===== src/rtl/mem_arb_pkg.sv =====
// Shared types and constants for the unified-memory arbiter.
package mem_arb_pkg;

  localparam int ARB_W       = 32;
  localparam int TIMEOUT_DEF = 255;

  typedef enum logic [1:0] {
    IDLE    = 2'd0,
    GNT_IF  = 2'd1,
    GNT_MEM = 2'd2,
    RESP    = 2'd3
  } arb_state_t;

endpackage


===== src/rtl/arb_timer.sv =====
// Saturating wait counter; expired flags the LIMIT-th consecutive waiting cycle.
module arb_timer
  import mem_arb_pkg::*;
#(
  parameter int LIMIT = TIMEOUT_DEF
) (
  input  logic clock,
  input  logic reset,
  input  logic clear,
  input  logic en,
  output logic expired
);

  localparam int            CW   = $clog2(LIMIT + 1);
  localparam logic [CW-1:0] LAST = CW'(LIMIT - 1);

  logic [CW-1:0] cnt;

  // Count waiting cycles since the grant, holding at the last value.
  always_ff @(posedge clock) begin
    if (!reset || clear)
      cnt <= '0;
    else if (en && (cnt != LAST))
      cnt <= cnt + CW'(1);
  end

  // Already LIMIT-1 idle cycles behind us: this waiting cycle is the last allowed.
  assign expired = (cnt == LAST);

endmodule


===== src/rtl/register.sv =====
// Generic load-enabled register with synchronous active-low reset.
module register #(
  parameter int WIDTH = 32
) (
  input  logic             clock,
  input  logic             reset,
  input  logic             load,
  input  logic [WIDTH-1:0] d,
  output logic [WIDTH-1:0] q
);

  // Capture d when load is asserted, clear on reset.
  always_ff @(posedge clock) begin
    if (!reset)
      q <= '0;
    else if (load)
      q <= d;
  end

endmodule


===== src/rtl/mem_arbiter.sv =====
// Single-port memory arbiter and stall controller: MEM stage over IF, one access at a time.
module mem_arbiter
  import mem_arb_pkg::*;
#(
  parameter int WIDTH   = ARB_W,
  parameter int TIMEOUT = TIMEOUT_DEF
) (
  input  logic             clock,
  input  logic             reset,
  input  logic             if_req,
  input  logic [WIDTH-1:0] if_addr,
  input  logic             ex_req,
  input  logic             ex_we,
  input  logic [WIDTH-1:0] ex_addr,
  input  logic [WIDTH-1:0] ex_wdata,
  input  logic             flush,
  output logic             mem_valid,
  output logic             mem_we,
  output logic [WIDTH-1:0] mem_addr,
  output logic [WIDTH-1:0] mem_wdata,
  input  logic             mem_ready,
  input  logic [WIDTH-1:0] mem_rdata,
  output logic             if_done,
  output logic [WIDTH-1:0] if_data,
  output logic             ex_done,
  output logic [WIDTH-1:0] ex_data,
  output logic             stall_if,
  output logic             stall_pipe,
  output logic             bus_err
);

  arb_state_t       state, next_state;
  logic             resp_mem;   // the access in flight / just finished belongs to MEM
  logic             drop;       // fetch cancelled by a taken jump while on the bus
  logic [WIDTH-1:0] lat_addr;
  logic [WIDTH-1:0] lat_wdata;
  logic             lat_we;

  logic             granted;
  logic             expired;
  logic             finish;
  logic             timeout_hit;
  logic             if_load;
  logic             ex_load;
  logic [WIDTH-1:0] cap_data;

  assign granted     = (state == GNT_IF) || (state == GNT_MEM);
  // A ready in the timeout cycle wins, so it always completes normally.
  assign finish      = granted && (mem_ready || expired);
  assign timeout_hit = granted && expired && !mem_ready;
  assign cap_data    = mem_ready ? mem_rdata : '0;
  // A flush arriving in the completion cycle must also keep if_data untouched.
  assign if_load     = (state == GNT_IF) && finish && !drop && !flush;
  assign ex_load     = (state == GNT_MEM) && finish;

  arb_timer #(.LIMIT(TIMEOUT)) u_timer (
    .clock   (clock),
    .reset   (reset),
    .clear   (state == IDLE),
    .en      (granted && !mem_ready),
    .expired (expired)
  );

  register #(.WIDTH(WIDTH)) u_if_data (
    .clock (clock),
    .reset (reset),
    .load  (if_load),
    .d     (cap_data),
    .q     (if_data)
  );

  register #(.WIDTH(WIDTH)) u_ex_data (
    .clock (clock),
    .reset (reset),
    .load  (ex_load),
    .d     (cap_data),
    .q     (ex_data)
  );

  // State register.
  always_ff @(posedge clock) begin
    if (!reset)
      state <= IDLE;
    else
      state <= next_state;
  end

  // Next-state logic and state-decoded outputs.
  always_comb begin
    next_state = state;
    mem_valid  = 1'b0;
    mem_we     = 1'b0;
    if_done    = 1'b0;
    ex_done    = 1'b0;
    case (state)
      IDLE: begin
        if (ex_req)
          next_state = GNT_MEM;
        else if (if_req && !flush)
          next_state = GNT_IF;
      end
      GNT_IF, GNT_MEM: begin
        mem_valid = 1'b1;
        mem_we    = lat_we;
        if (finish)
          next_state = RESP;
      end
      RESP: begin
        ex_done    = resp_mem;
        if_done    = !resp_mem && !drop;
        next_state = IDLE;
      end
      default: next_state = IDLE;
    endcase
  end

  // Grant-time field latch, drop flag and sticky bus error.
  always_ff @(posedge clock) begin
    if (!reset) begin
      lat_addr  <= '0;
      lat_wdata <= '0;
      lat_we    <= 1'b0;
      resp_mem  <= 1'b0;
      drop      <= 1'b0;
      bus_err   <= 1'b0;
    end else begin
      if ((state == IDLE) && (next_state != IDLE)) begin
        lat_addr  <= ex_req ? ex_addr : if_addr;
        lat_wdata <= ex_req ? ex_wdata : '0;
        lat_we    <= ex_req && ex_we;
        resp_mem  <= ex_req;
      end
      if ((state == GNT_IF) && flush)
        drop <= 1'b1;
      else if (state == RESP)
        drop <= 1'b0;
      if (timeout_hit)
        bus_err <= 1'b1;
    end
  end

  assign mem_addr   = lat_addr;
  assign mem_wdata  = lat_wdata;
  assign stall_pipe = ex_req && !ex_done;
  assign stall_if   = stall_pipe || (if_req && !if_done);

endmodule


===== config.mk =====
export PLATFORM = sky130hd
export DESIGN_NAME = mem_arbiter
export DESIGN_NICKNAME = d
export VERILOG_FILES = /design/src/rtl/mem_arb_pkg.sv /design/src/rtl/arb_timer.sv /design/src/rtl/register.sv /design/src/rtl/mem_arbiter.sv
export SDC_FILE = /design/constraint.sdc
export NUM_CORES = 1
export LEC_CHECK = 0
export CAP_MARGIN = 40
export CORE_ASPECT_RATIO = 1.4
export CORE_MARGIN = 1
export CORE_UTILIZATION = 40
export DETAILED_ROUTE_END_ITERATION = 7
export GPL_TIMING_DRIVEN = 1
export HOLD_SLACK_MARGIN = 0.05
export PLACE_DENSITY = 0.85
export SLEW_MARGIN = 20
export SYNTH_ARGS = -nofsm -noshare
export SYNTH_HDL_FRONTEND = slang
export SYNTH_SLANG_ARGS = --single-unit

===== constraint.sdc =====
create_clock -name clock -period 4.55 [get_ports clock]
set_clock_uncertainty 0.1 [all_clocks]
set_input_delay 0.91 -clock clock [delete_from_list [all_inputs] [get_ports clock]]
set_output_delay 0.91 -clock clock [all_outputs]
set_load 0.1 [all_outputs]

==> results of run 1 <==
[cell type report]
class | instances | area (sq um)
inverter | 5 | 18.8
sequential | 142 | 2840
clock inverter | 9 | 131
antenna | 1 | 2.50
timing repair buffer | 411 | 5450
clock buffer | 23 | 498
fill | 455 | 1480
multi-input combinational | 296 | 2290
tap | 178 | 223
[sequential cells by signal (all words and copies together), names as in the netlist]
signal	flops
bus_err	1
drop	1
lat_we	1
mem_addr	32
mem_wdata	32
resp_mem	1
state	2
u_ex_data.q	32
u_if_data.q	32
u_timer.cnt	8
[worst max-delay path: stages, from the launching register on]
cell and delay [ns]:
dfxtp_1 0.45, inv_1 0.14, ha_1 0.49, and2_1 0.18, clkdlybuf4s50_1 0.59, buf_16 0.20
[where the power goes]
part           switching, uW  internal, uW
Combinational            891           594
Sequential              54.7          1320
Clock                    548           935
Total                   1490          2850
[cell usage in the layout, fill, tap and decap left out, types with 2 or more instances in the layout]
master	count
nor2b_1	4
nor2_1	39
clkinvlp_4	3
clkbuf_8	5
a22o_1	33
nand2b_1	2
a211oi_2	32
inv_1	4
dfxtp_1	142
nand3_1	4
buf_4	8
nand2_1	37
clkinv_2	2
bufinv_16	3
buf_16	54
clkbuf_16	17
xor2_1	2
clkdlybuf4s50_1	266
mux2i_1	32
or3_1	4
o211ai_1	2
ha_1	6
buf_8	81
and2_1	2
a21oi_1	8
o21ai_0	9
o2bb2ai_1	64
[layer usage]
metal,GRT usage,vias up
li1,-,2559
met1,0.379,2887
met2,0.679,442
met3,0.0872,142
met4,0.274,0
met5,0,-
[worst paths after layout]
path	end	slack [ns]	depth (start not counted)
setup / recovery	mem_we	1.06	5
hold / removal	u_if_data.q[14]	0.37	1
setup reg to reg	u_if_data.q[17]	1.71	6
hold reg to reg	u_if_data.q[14]	0.37	1
[cells by family (layout without fill, tap and decap cells)]
logic type,count (synthesis),count (layout)
flip-flops,142,142
XOR/XNOR,3,3
multiplexers,32,32
AND/OR/NAND/NOR,100,100
buffers and inverters,44,448
AO/OA/AOI/OAI,155,155
other,0,1
adder cells (fa/ha/maj),6,6
[per-stage QoR]
step	cell area (sq um)	hold slack, ns	util	worst slack (ns)	instances
final	11500	0.369	0.886	1.06	1065
after floorplan	5350	0.334	-	0.449	482
after CTS	11500	0.363	0.886	1.09	1064
after detailed placement	10800	0.347	0.837	1.31	1032
after global routing	11500	0.379	0.886	0.990	1065
after global placement	8100	0.344	0.626	1.37	896
==> qor.csv, run 1 <==
stage,metric,value,unit
outcome,status,"complete, no violations",
route,num_vias,6030,
floorplanning,core_area,12900,sq um
synthesis,synth.avg_cell_area,11.1,sq um
floorplanning,start_util,0.413,
clock_tree,cts_root_buf,clkbuf_16,
synthesis,synth-simple-area-share,0.0834,
floorplanning,die_h,139,microns
floorplanning,rows,49,
worst_setup_path,r2r_start,state[1],
synthesis,synth_xor_area_frac,0.00492,
route,drtIter0Drc,361,
synthesis,synth.area.mux_share,0.0600,
sta,finalMaxSlewViolations,0,
min_path,worst_hold_path_type,reg -> reg,
global_route,grt_usage,0.380,
job,maxCapViolations,0,
synthesis,synth-edff-count,0,
global_route,grt_pass1_wl,39100,microns
synthesis,ys.flop_type,dfxtp_1,
global_route,grt_max_degree,51,
clock_tree,clk_latency,0.42,ns
clock_tree,cts_buffers,17,
power_and_ir_drop,p_per_area,379,nW/um^2
route,wl_met2,13800,microns
synthesis,synth_fa_ha_area_frac,0.0141,
synthesis,yosysWarningCount,0,
sta,tightest_slew,0.795,ns
worst_setup_path,path_class,reg -> out,
sta,fin_crit_sh,0.766,
synthesis,synth-async-reset-ratio,0,
synthesis,synth_seq_cells,142,
synthesis,synth_top_family_by_area,compound AO/OA/AOI/OAI gates,
route,wl_met1,8510,microns
sta,setup_viol,0,
synthesis,synth_top_area_share,0.532,
sta,fin_tns_setup,0,ns
route,drt-pass1-iter-count,7,
place,place.gp.congestion,0.785,
clock_tree,cts_resized,0,
route,postRouteAntennaNets,0,
clock_tree,cts_tree,done,
min_path,hp-start,u_if_data.q[14],
worst_setup_path,cp-startpoint,state[1],
route,drcViolationCount,0,
worst_setup_path,worstSetupEndpointType,primary output,
sta,min_period,3.49,ns
floorplanning,io_pins,270,
route,wl_met3,1820,microns
global_route,antenna_found_initial,1,
power_and_ir_drop,vdd_drop_max,327,uV
worst_setup_path,cp-start-kind,flip-flop,
route,wire_per_inst,24.5,microns
synthesis,synth_nets,623,
sta,slew_headroom,0.469,
synthesis,synth_compound_area_frac,0.263,
place,port_buffers,269,
floorplanning,die_w,99.7,microns
route,viasPerCell,5.66,
global_route,grt_pass1_vias,6622,
clock_tree,cts_buffer_depth,2,
worst_setup_path,required,3.54,ns
clock_tree,h-tree-depth,4,
clock_tree,cts.clk_slew.worst_paths,0.07,ns
synthesis,syn_inst,482,
power_and_ir_drop,power_leakage,0.00446,uW
sta,hold_viol,0,
clock_tree,clkSinkCount,142,
worst_setup_path,cp_max_fo,8,
clock_tree,cts_hold_buf,0,
synthesis,synth_area_leader_cell,dfxtp_1,
global_route,grt.overflow.total,0,
worst_setup_path,worstPathArrival,2.48,ns
final_layout,nets,1014,
power_and_ir_drop,power,4340,uW
route,highest_layer,met4,
sta,rsz0062_at_grt,false,
synthesis,synth.top_cells.by_area,"dfxtp_1 53%, o2bb2ai_1 10%, a211oi_2 7.5%",
synthesis,syn-cell-area,5340,sq um
final_layout,syn_to_final_growth,114,%
synthesis,synth.distinct_cells,37,
synthesis,synth_common_cells,"142 x dfxtp_1, 64 x o2bb2ai_1, 39 x nor2_1, 37 x nand2_1, 33 x a22o_1",
place,hpwl,17200,microns
clock_tree,post_cts_buffers,0,
floorplanning,dieArea,13800,sq um
sta,fmax,287,MHz
route,wl,26100,microns
synthesis,yosysMostFrequentCell,dfxtp_1,
synthesis,ys_seq_area_frac,0.532,
final_layout,drive_above_1_share,0.244,
Power figures use the tool's default switching activity.
==> run 2: changes to the inputs <==
--- a/config.mk
+++ b/config.mk
@@ -8,11 +8,11 @@
 export CAP_MARGIN = 40
 export CORE_ASPECT_RATIO = 1.4
 export CORE_MARGIN = 1
-export CORE_UTILIZATION = 40
+export CORE_UTILIZATION = 36
 export DETAILED_ROUTE_END_ITERATION = 7
 export GPL_TIMING_DRIVEN = 1
 export HOLD_SLACK_MARGIN = 0.05
-export PLACE_DENSITY = 0.85
+export PLACE_DENSITY = 0.81
 export SLEW_MARGIN = 20
 export SYNTH_ARGS = -nofsm -noshare
 export SYNTH_HDL_FRONTEND = slang
==> constraint.sdc (replaced) <==
create_clock -name clock -period 3 [get_ports clock]
set_clock_uncertainty 0.1 [all_clocks]
set_input_delay 0.6 -clock clock [delete_from_list [all_inputs] [get_ports clock]]
set_output_delay 0.6 -clock clock [all_outputs]
set_load 0.1 [all_outputs]
==> run 2 against run 1 <==
  * Core utilization down 30 points
  * Worst setup slack worse by 0.64 ns
  * Sequential share of layout area up 8.6 points
  * Power up 39%
  * Via count down 20%
  * Worst hold slack worse by 0.0050 ns
  * Count of clock-buffer cells in the layout down 5
  * Final area down 26%
  * Sequential power up 51%
  * Combinational power up 11%
  * Largest cell class is now flip-flops and latches
  * Flip-flop and latch count unchanged
  * Register-to-register slack worse by 1.2 ns
==> qor.csv, run 2 (same netlist as run 1, synthesis figures left out) <==
stage,metric,value,unit,change
clock_tree,cts_tree,done,,
worst_setup_path,worstPathArrival,1.88,ns,-0.60 ns
sta,fin_crit_sh,0.859,,
sta,setup_viol,0,,unchanged
final_layout,drive_above_1_share,0.291,,+0.0470
clock_tree,post_cts_buffers,0,,unchanged
power_and_ir_drop,vdd_drop_max,345,uV,+5.5%
sta,hold_viol,0,,unchanged
route,drcViolationCount,0,,unchanged
global_route,grt_pass1_vias,4999,,-25%
power_and_ir_drop,p_per_area,709,nW/um^2,+87%
floorplanning,core_area,14500,sq um,+12%
sta,fin_tns_setup,0,ns,unchanged
route,wire_per_inst,17.0,microns,-30%
global_route,grt_usage,0.203,,-0.177
clock_tree,clkSinkCount,142,,unchanged
route,viasPerCell,5.15,,-9.0%
final_layout,final_common_cell,buf_4,,
worst_setup_path,path_delay_family,adder cells,,
min_path,worst_hold_path_type,reg -> reg,,
power_and_ir_drop,power_leakage,0.00353,uW,-21%
worst_setup_path,crit_slowest_cell,ha_1,,
job,maxCapViolations,0,,unchanged
sta,min_period,2.58,ns,
worst_setup_path,worstSetupEndpointType,primary output,,
floorplanning,rows,52,,+6.1%
worst_setup_path,critical-path-max-stage-delay,0.49,ns,-0.10 ns
worst_setup_path,cp_max_fo,8,,unchanged
worst_setup_path,cp_num_buf_inv,2,,-1
sta,finalMaxSlewViolations,0,,unchanged
worst_setup_path,path_class,reg -> out,,
final_layout,syn_to_final_growth,59.4,%,
route,num_vias,4853,,-20%
global_route,grt_pass1_wl,25000,microns,-36%
global_route,grt.overflow.total,0,,unchanged
clock_tree,cts_hold_buf,0,,unchanged
floorplanning,die_w,105,microns,+5.3%
route,drt-pass1-iter-count,4,,-3
sta,tightest_slew,0.717,ns,-0.0779 ns
clock_tree,cts_resized,0,,unchanged
clock_tree,cts_buffers,17,,unchanged
place,placed_cells,911,,-12%
route,drtIter0Drc,183,,-49%
clock_tree,cts_root_buf,clkbuf_16,,
final_layout,nFillCells,1187,,+160%
sta,slew_headroom,0.515,,+0.0467
final_layout,instances_no_fill,942,,-12%
route,wl,16000,microns,-38%
route,postRouteAntennaNets,0,,unchanged
sta,setup_ws,0.424,ns,-0.639 ns
worst_setup_path,worstPathCellList,inv_1 -> ha_1 -> and2_1 -> buf_4,,
place,place.gp.congestion,0.839,,+6.9%
clock_tree,clk_latency,0.40,ns,-0.02 ns
final_layout,layout_common_cells,"143 x buf_4, 142 x dfxtp_1, 133 x clkdlybuf4s50_1",,
final_layout,diodes,0,,-1
worst_setup_path,cp-start-kind,flip-flop,,
floorplanning,start_util,0.368,,-0.0448
clock_tree,h-tree-depth,4,,unchanged
global_route,grt_max_degree,35,,-31%
clock_tree,cts.clk_slew.worst_paths,0.06,ns,about the same
sta,rsz0062_at_grt,false,,
place,dp_slack,0.335,ns,-0.972 ns
floorplanning,dieArea,15300,sq um,+11%
clock_tree,cts_buffer_depth,2,,unchanged
sta,fmax,388,MHz,
worst_setup_path,required,2.30,ns,-1.24 ns
final_layout,nets,882,,-13%
global_route,antenna_found_initial,0,,-1
floorplanning,die_h,146,microns,+5.3%
place,hpwl,11700,microns,-32%
place,port_buffers,269,,unchanged
outcome,status,"complete, no violations",,
floorplanning,io_pins,270,,unchanged
run 2: area by class of cell:
class / count / area [sq um] / area share
multi-input cells: 296 / 2320 / 0.272
clock buffers: 18 / 439 / 0.0516
repair buffers: 279 / 2450 / 0.288
flip-flops and latches: 142 / 2840 / 0.334
well taps: 189 / 236 / 0.0278
clock inverters: 13 / 213 / 0.0250
inverters: 5 / 18.8 / 0.00220
run 2: metrics by stage:
| step | hold WS [ns] | area (sq um) | total power (uW) | utilization |
|---|---|---|---|---|
| 4_1_cts | 0.370 | 8520 | 6080 | 0.587 |
| 2_1_floorplan | 0.334 | 5370 | 3320 | - |
| 3_5_place_dp | 0.348 | 7870 | 3770 | 0.542 |
| 5_1_grt | 0.380 | 8520 | 6240 | 0.587 |
| 3_3_place_gp | 0.346 | 7860 | 3740 | 0.542 |
| 6_report | 0.364 | 8520 | 6040 | 0.587 |
run 2: path summary, 6_finish.rpt:
path	from	endpoint	slack [ns]	cells after the start
max	state[0]	mem_we	0.42	4
min	lat_we	lat_we	0.36	1
max reg2reg	state[0]	u_if_data.q[19]	0.54	6
min reg2reg	lat_we	lat_we	0.36	1
run 2: power by group:
part           internal (uW)  switching [uW]
logic                    460            1190
clock network           1500             807
registers               2000            73.8
run 2: layer usage:
| metal | share of wire | global-route usage | up-vias |
|---|---|---|---|
| met4 | 0.021 | 0.0754 | 0 |
| met2 | 0.51 | 0.371 | 221 |
| met3 | 0.078 | 0.0638 | 25 |
| met5 | 0 | 0 | - |
| li1 | - | - | 2293 |
| met1 | 0.39 | 0.218 | 2314 |
==> run 3: changes to the inputs <==
--- a/config.mk
+++ b/config.mk
@@ -5,7 +5,6 @@
 export SDC_FILE = /design/constraint.sdc
 export NUM_CORES = 1
 export LEC_CHECK = 0
-export CAP_MARGIN = 40
 export CORE_ASPECT_RATIO = 1.4
 export CORE_MARGIN = 1
 export CORE_UTILIZATION = 36
==> results of run 3 <==
No change in the layout: final DEF, timing and power equal those of run 2.
